[src/rtl/sci_pkg.sv]
// Shared SCI definitions: state encoding, default baud divisor and logb2 helper.
// The PARITY state exists only when SCI_TX_PARITY_EN is defined.
package sci_pkg;

  localparam int unsigned BaudDivDefault = 434;

  typedef enum logic [2:0] {
    StIdle,
    StFetch,
    StStart,
    StData,
`ifdef SCI_TX_PARITY_EN
    StParity,
`endif
    StStop
  } sci_state_e;

  // Bits needed to hold values 0..n-1 (ceil(log2(n))), never less than 1.
  function automatic int unsigned logb2(input int unsigned n);
    int unsigned r;
    r = 0;
    for (int i = 0; i < 32; i++) begin
      if ((32'd1 << i) < n) r = i + 1;
    end
    return (r == 0) ? 1 : r;
  endfunction

endpackage

[src/rtl/sci_baud_gen.sv]
// Bit-period counter running 0..BAUD_DIV-1 with a bit_end strobe on the terminal count.
// A synchronous clear holds the counter at zero between frames.
module sci_baud_gen
  import sci_pkg::*;
#(
  parameter int unsigned BAUD_DIV = BaudDivDefault
) (
  input  logic clk_i,
  input  logic rst_ni,
  input  logic clr_i,
  output logic bit_end_o
);

  localparam int unsigned CntW = logb2(BAUD_DIV);
  localparam logic [CntW-1:0] TermCnt = CntW'(BAUD_DIV - 1);

  logic [CntW-1:0] cnt_q, cnt_d;

  assign bit_end_o = (cnt_q == TermCnt);

  always_comb begin
    cnt_d = cnt_q + 1'b1;
    if (clr_i || bit_end_o) cnt_d = '0;
  end

  always_ff @(posedge clk_i or negedge rst_ni) begin
    if (!rst_ni) cnt_q <= '0;
    else         cnt_q <= cnt_d;
  end

endmodule

[src/rtl/sci_tx.sv]
// SCI transmitter: pulls bytes from a buffer FIFO and sends 8N1-style frames, LSB first.
// Define SCI_TX_PARITY_EN to insert an even-parity bit between the data and stop bits.
module sci_tx
  import sci_pkg::*;
#(
  parameter int unsigned BAUD_DIV = BaudDivDefault,
  parameter int unsigned WIDTH    = 8
) (
  input  logic             clk,
  input  logic             rst_n,
  input  logic             fifo_empty,
  output logic             fifo_load,
  input  logic [WIDTH-1:0] fifo_dout,
  input  logic             fifo_valid,
  output logic             tx,
  output logic             busy,
  output logic             tx_done
);

  localparam int unsigned IdxW = logb2(WIDTH) + 1;
  localparam logic [IdxW-1:0] LastIdx = IdxW'(WIDTH - 1);

  sci_state_e       state_q;
  logic             tx_q;
  logic             tx_done_q;
  logic [WIDTH-1:0] shift_q;
  logic [IdxW-1:0]  idx_q;
`ifdef SCI_TX_PARITY_EN
  logic             parity_q;
`endif
  logic             bit_end;
  logic             baud_clr;

  // The bit timer only runs while a bit is on the line.
  assign baud_clr = (state_q == StIdle) || (state_q == StFetch);

  sci_baud_gen #(
    .BAUD_DIV (BAUD_DIV)
  ) u_baud_gen (
    .clk_i     (clk),
    .rst_ni    (rst_n),
    .clr_i     (baud_clr),
    .bit_end_o (bit_end)
  );

  // Load is decoded from the registered state so the FIFO sees it during the IDLE cycle.
  assign fifo_load = rst_n && (state_q == StIdle) && !fifo_empty;
  assign busy      = (state_q != StIdle);
  assign tx        = tx_q;
  assign tx_done   = tx_done_q;

  always_ff @(posedge clk or negedge rst_n) begin
    if (!rst_n) begin
      state_q   <= StIdle;
      tx_q      <= 1'b1;
      tx_done_q <= 1'b0;
      shift_q   <= '0;
      idx_q     <= '0;
`ifdef SCI_TX_PARITY_EN
      parity_q  <= 1'b0;
`endif
    end else begin
      tx_done_q <= 1'b0;
      unique case (state_q)
        StIdle: begin
          if (!fifo_empty) state_q <= StFetch;
        end
        StFetch: begin
          if (fifo_valid) begin
            shift_q <= fifo_dout;
            idx_q   <= '0;
            tx_q    <= 1'b0;
            state_q <= StStart;
`ifdef SCI_TX_PARITY_EN
            parity_q <= ^fifo_dout;
`endif
          end else begin
            state_q <= StIdle;
          end
        end
        StStart: begin
          if (bit_end) begin
            tx_q    <= shift_q[0];
            shift_q <= shift_q >> 1;
            state_q <= StData;
          end
        end
        StData: begin
          if (bit_end) begin
            if (idx_q == LastIdx) begin
              idx_q <= '0;
`ifdef SCI_TX_PARITY_EN
              tx_q    <= parity_q;
              state_q <= StParity;
`else
              tx_q    <= 1'b1;
              state_q <= StStop;
`endif
            end else begin
              idx_q   <= idx_q + 1'b1;
              tx_q    <= shift_q[0];
              shift_q <= shift_q >> 1;
            end
          end
        end
`ifdef SCI_TX_PARITY_EN
        StParity: begin
          if (bit_end) begin
            tx_q    <= 1'b1;
            state_q <= StStop;
          end
        end
`endif
        StStop: begin
          if (bit_end) begin
            tx_done_q <= 1'b1;
            state_q   <= StIdle;
          end
        end
        default: begin
          tx_q    <= 1'b1;
          state_q <= StIdle;
        end
      endcase
    end
  end

endmodule
[config.mk]
export PLATFORM = sky130hd
export DESIGN_NAME = sci_tx
export DESIGN_NICKNAME = d
export VERILOG_FILES = /design/src/rtl/sci_pkg.sv /design/src/rtl/sci_baud_gen.sv /design/src/rtl/sci_tx.sv
export SDC_FILE = /design/constraint.sdc
export NUM_CORES = 1
export LEC_CHECK = 0
export ABC_AREA = 1
export BUFFER_PORTS_ARGS = -buffer_cell sky130_fd_sc_hd__buf_4
export CAP_MARGIN = 20
export CELL_PAD_IN_SITES_DETAIL_PLACEMENT = 1
export CELL_PAD_IN_SITES_GLOBAL_PLACEMENT = 2
export CORE_MARGIN = 10
export CORE_UTILIZATION = 36
export DETAILED_ROUTE_END_ITERATION = 16
export GPL_TIMING_DRIVEN = 0
export MAX_ROUTING_LAYER = met4
export PLACE_DENSITY = 0.81
export SYNTH_ARGS = -nofsm -noshare
export SYNTH_HDL_FRONTEND = slang
export SYNTH_HIERARCHICAL = 1
export SYNTH_SLANG_ARGS = --single-unit
[constraint.sdc]
create_clock -name clk -period 4.6 [get_ports clk]
set_input_delay 0.69 -clock clk [delete_from_list [all_inputs] [get_ports clk]]
set_output_delay 0.69 -clock clk [all_outputs]
set_load 0.005 [all_outputs]
==> flow_metrics.tcl <==
set metrics [dict create \
    synthArstFlopShare_pct 100 \
    max-vdd-ir-drop_mv 0.0930 \
    startpoint_type "primary input" \
    dp_hpwl_microns 2970 \
    synth_common_cells "71 x nand2_1, 29 x nand3_1, 25 x dfrtp_1" \
    syn2layout_area_growth_pct 15.8 \
    place_inst 274 \
    utilization_pct 44.2 \
    synth.most_common_cell "nand2_1" \
    avgSynthCellArea_sq_um 7.47 \
    drtAntennaViolNets 0 \
    core.rowCount 23 \
    clk_latency_ns 0.28 \
    fin_nets 244 \
    core_sq_um 4090 \
    reg2reg_from "u_baud_gen/cnt_q[0]" \
    slowest_delay_ns 0.31 \
    maxCapViolCount 0 \
    post_cts_buffers 0 \
    instances_no_fill 278 \
    critPathRequiredTime_ns 3.91 \
    grt_start_max_net_pins 28 \
    cts.sink_count 26 \
    ys.flop_type "dfrtp_1" \
    ys_seq_area_share_pct 41.8 \
    hold_buffers 0 \
    dr.pass1.iters 4 \
    path_common_cell "buf_4" \
    synth_edf_count 0 \
    maxSlewViolCount 0 \
    reg2reg_depth 12 \
    finalSetupTns_ns 0 \
    endpoint "fifo_load" \
    r2r_slack_ns 2.75 \
    path_buf_inv 2 \
    dpl-instance-area_sq_um 1740 \
    power.density_nw_per_um2 243 \
    clkSlewWorstSetupHoldPaths_ns 0.10 \
    die_w_microns 85.8 \
    netlist_area_sq_um 1560 \
    drt_iter0_drc 17 \
    cpLargestDelayFamily "buffers and inverters" \
    portBuffers 15 \
    finalClockSkew_ns 0.0118 \
    grt_pass1_vias 1491 \
    ys_ff_latch 26 \
    antenna_found_initial 0 \
    hold_viol_final 0 \
    synth_area_leader_cell "dfrtp_1" \
    grt_util_met2_pct 19.4 \
    synth.top_cells.by_area "dfrtp_1 40%, nand2_1 17%, nand3_1 9.3%, inv_1 4.8%, nor2_1 4.8%" \
    synthCells 209 \
    grt_busiest_layer "met2" \
    cts.path.max_buffers 2 \
    worstSetupPathType "primary input to primary output" \
    fin_crit_ns 2.06 \
    die_h_microns 85.8 \
    overflow 0 \
    fillers 521 \
    routed-via-count 1374 \
    cts_buffers 3 \
    n_antenna_cell 0 \
    grt_pass1_wl_microns 6920 \
    cts_max_level 1 \
    track_usage_pct 11.6 \
    gp_congestion 0.794 \
    yosysUniqueCellTypes 25 \
    met1_usage_pct 13.7 \
    synth_top_area_share_pct 40.1 \
    drc 0 \
    cts_resized 0 \
    io_pins 16 \
    finalCritPeriodShare_pct 44.8 \
    crit_fanout 27 \
    rsz0062_at_grt "no" \
    cts_root_buf "clkbuf_8" \
    routed_wl_microns 3860 \
    stdcell_area_sq_um 1810 \
    drive_above_1_share_pct 18.9 \
    worstPathCellList "buf_4 > nand2_1 > nor2_1 > buf_4" \
    synth_nets 224 \
    worst_slew_pin_slew_ns 0.425 \
    crit_arrival_ns 1.37 \
    gr-usage-met3_pct 2.27 \
    yosysWarnings 6 \
    cts_tree "built" \
    hold_path.class "primary input to async pin" \
    vias_per_cell 4.94 \
    critical_path.slowest_cell "buf_4" \
    r2r-end "shift_q[3]" \
    die_area_sq_um 7370 \
    wl_per_cell_microns 13.9 \
    startpoint "rst_n" \
    setup_viol 0 \
    worst-path-stages 4 \
    start_util_pct 38.2 \
    fmax_ghz 0.485 \
    status "finished clean" \
    leakagePower_nw 0.905 \
    max_slew_margin_pct 71.6 \
    endpoint_kind "primary output" \
]
-- worst register-to-register path: stages, from the launching register on --
cell and delay (ns):
dfrtp_1 0.44, ha_1 0.18, nand2_1 0.06, nor2_1 0.13, nand2_1 0.11, inv_1 0.07, inv_1 0.10, nand3_1 0.15
nand2_4 0.10, nor2_8 0.19, nand2_8 0.10, nand2_1 0.08, nand2_1 0.05
-- area by class of cell --
type	count	area [sq um]	share of cell area [%]
sequential	26	652	36.1
clock buffer	3	41.3	2.29
timing repair buffer	15	113	6.23
buffer	2	18.8	1.04
clock inverter	1	30.0	1.66
inverter	23	86.3	4.78
multi-input combinational	158	803	44.5
tap	50	62.6	3.46
-- worst min path at each step --
stage | start | end | slack (ns)
global route | rst_n | shift_q[3] | 0.33
floorplan | rst_n | idx_q[0] | 0.39
finish | rst_n | shift_q[7] | 0.31
CTS | rst_n | shift_q[0] | 0.33
detailed placement | shift_q[6] | shift_q[6] | 0.46
global placement | shift_q[5] | shift_q[5] | 0.46
-- sequential cells by signal (all words and copies together), names as in the netlist --
name	cells
u_baud_gen/cnt_q	9
shift_q	8
idx_q	4
state_q	3
tx	1
tx_done	1
-- placed cells by master, fill, tap and decap left out, types with 3 or more instances in the layout --
cell,count
inv_1,20
nor2_2,4
a21oi_1,3
nor2_1,20
nand2_2,4
buf_4,16
o21ai_0,9
ha_1,3
clkbuf_8,3
dfrtp_1,25
inv_2,3
nand3_1,29
nand2_1,71
-- stage by stage --
step	hold WS, ns	worst slack (ns)	power, W
2_1_floorplan	0.394	3.04	0.000237
3_3_place_gp	0.456	2.57	0.000250
3_5_place_dp	0.464	2.50	0.000250
4_1_cts	0.327	2.50	0.000447
5_1_grt	0.328	2.45	0.000459
6_report	0.314	2.54	0.000440
-- power by group --
group / leakage, nW / internal [W] / switching [W]
logic: 0.535 / 0.00000810 / 0.00000851
clock network: 0.0357 / 0.000117 / 0.0000783
registers: 0.335 / 0.000228 / 0
-- logic make-up after synthesis --
group | count (synthesis) | synth area share [%]
xor+xnor | 3 | 1.68
fa+ha+maj | 3 | 2.41
buf+inv | 25 | 6.74
compound gates | 14 | 5.45
simple gates | 138 | 41.9
flops | 26 | 41.8
-- layer usage --
layer	share of wire [%]	routed length, microns	up-vias
li1	-	-	693
met1	48	1850	668
met2	49	1900	11
met3	2.5	97	2
met4	0.49	19	0
met5	0	0	-
No activity file was read; power rests on OpenSTA's default activity.
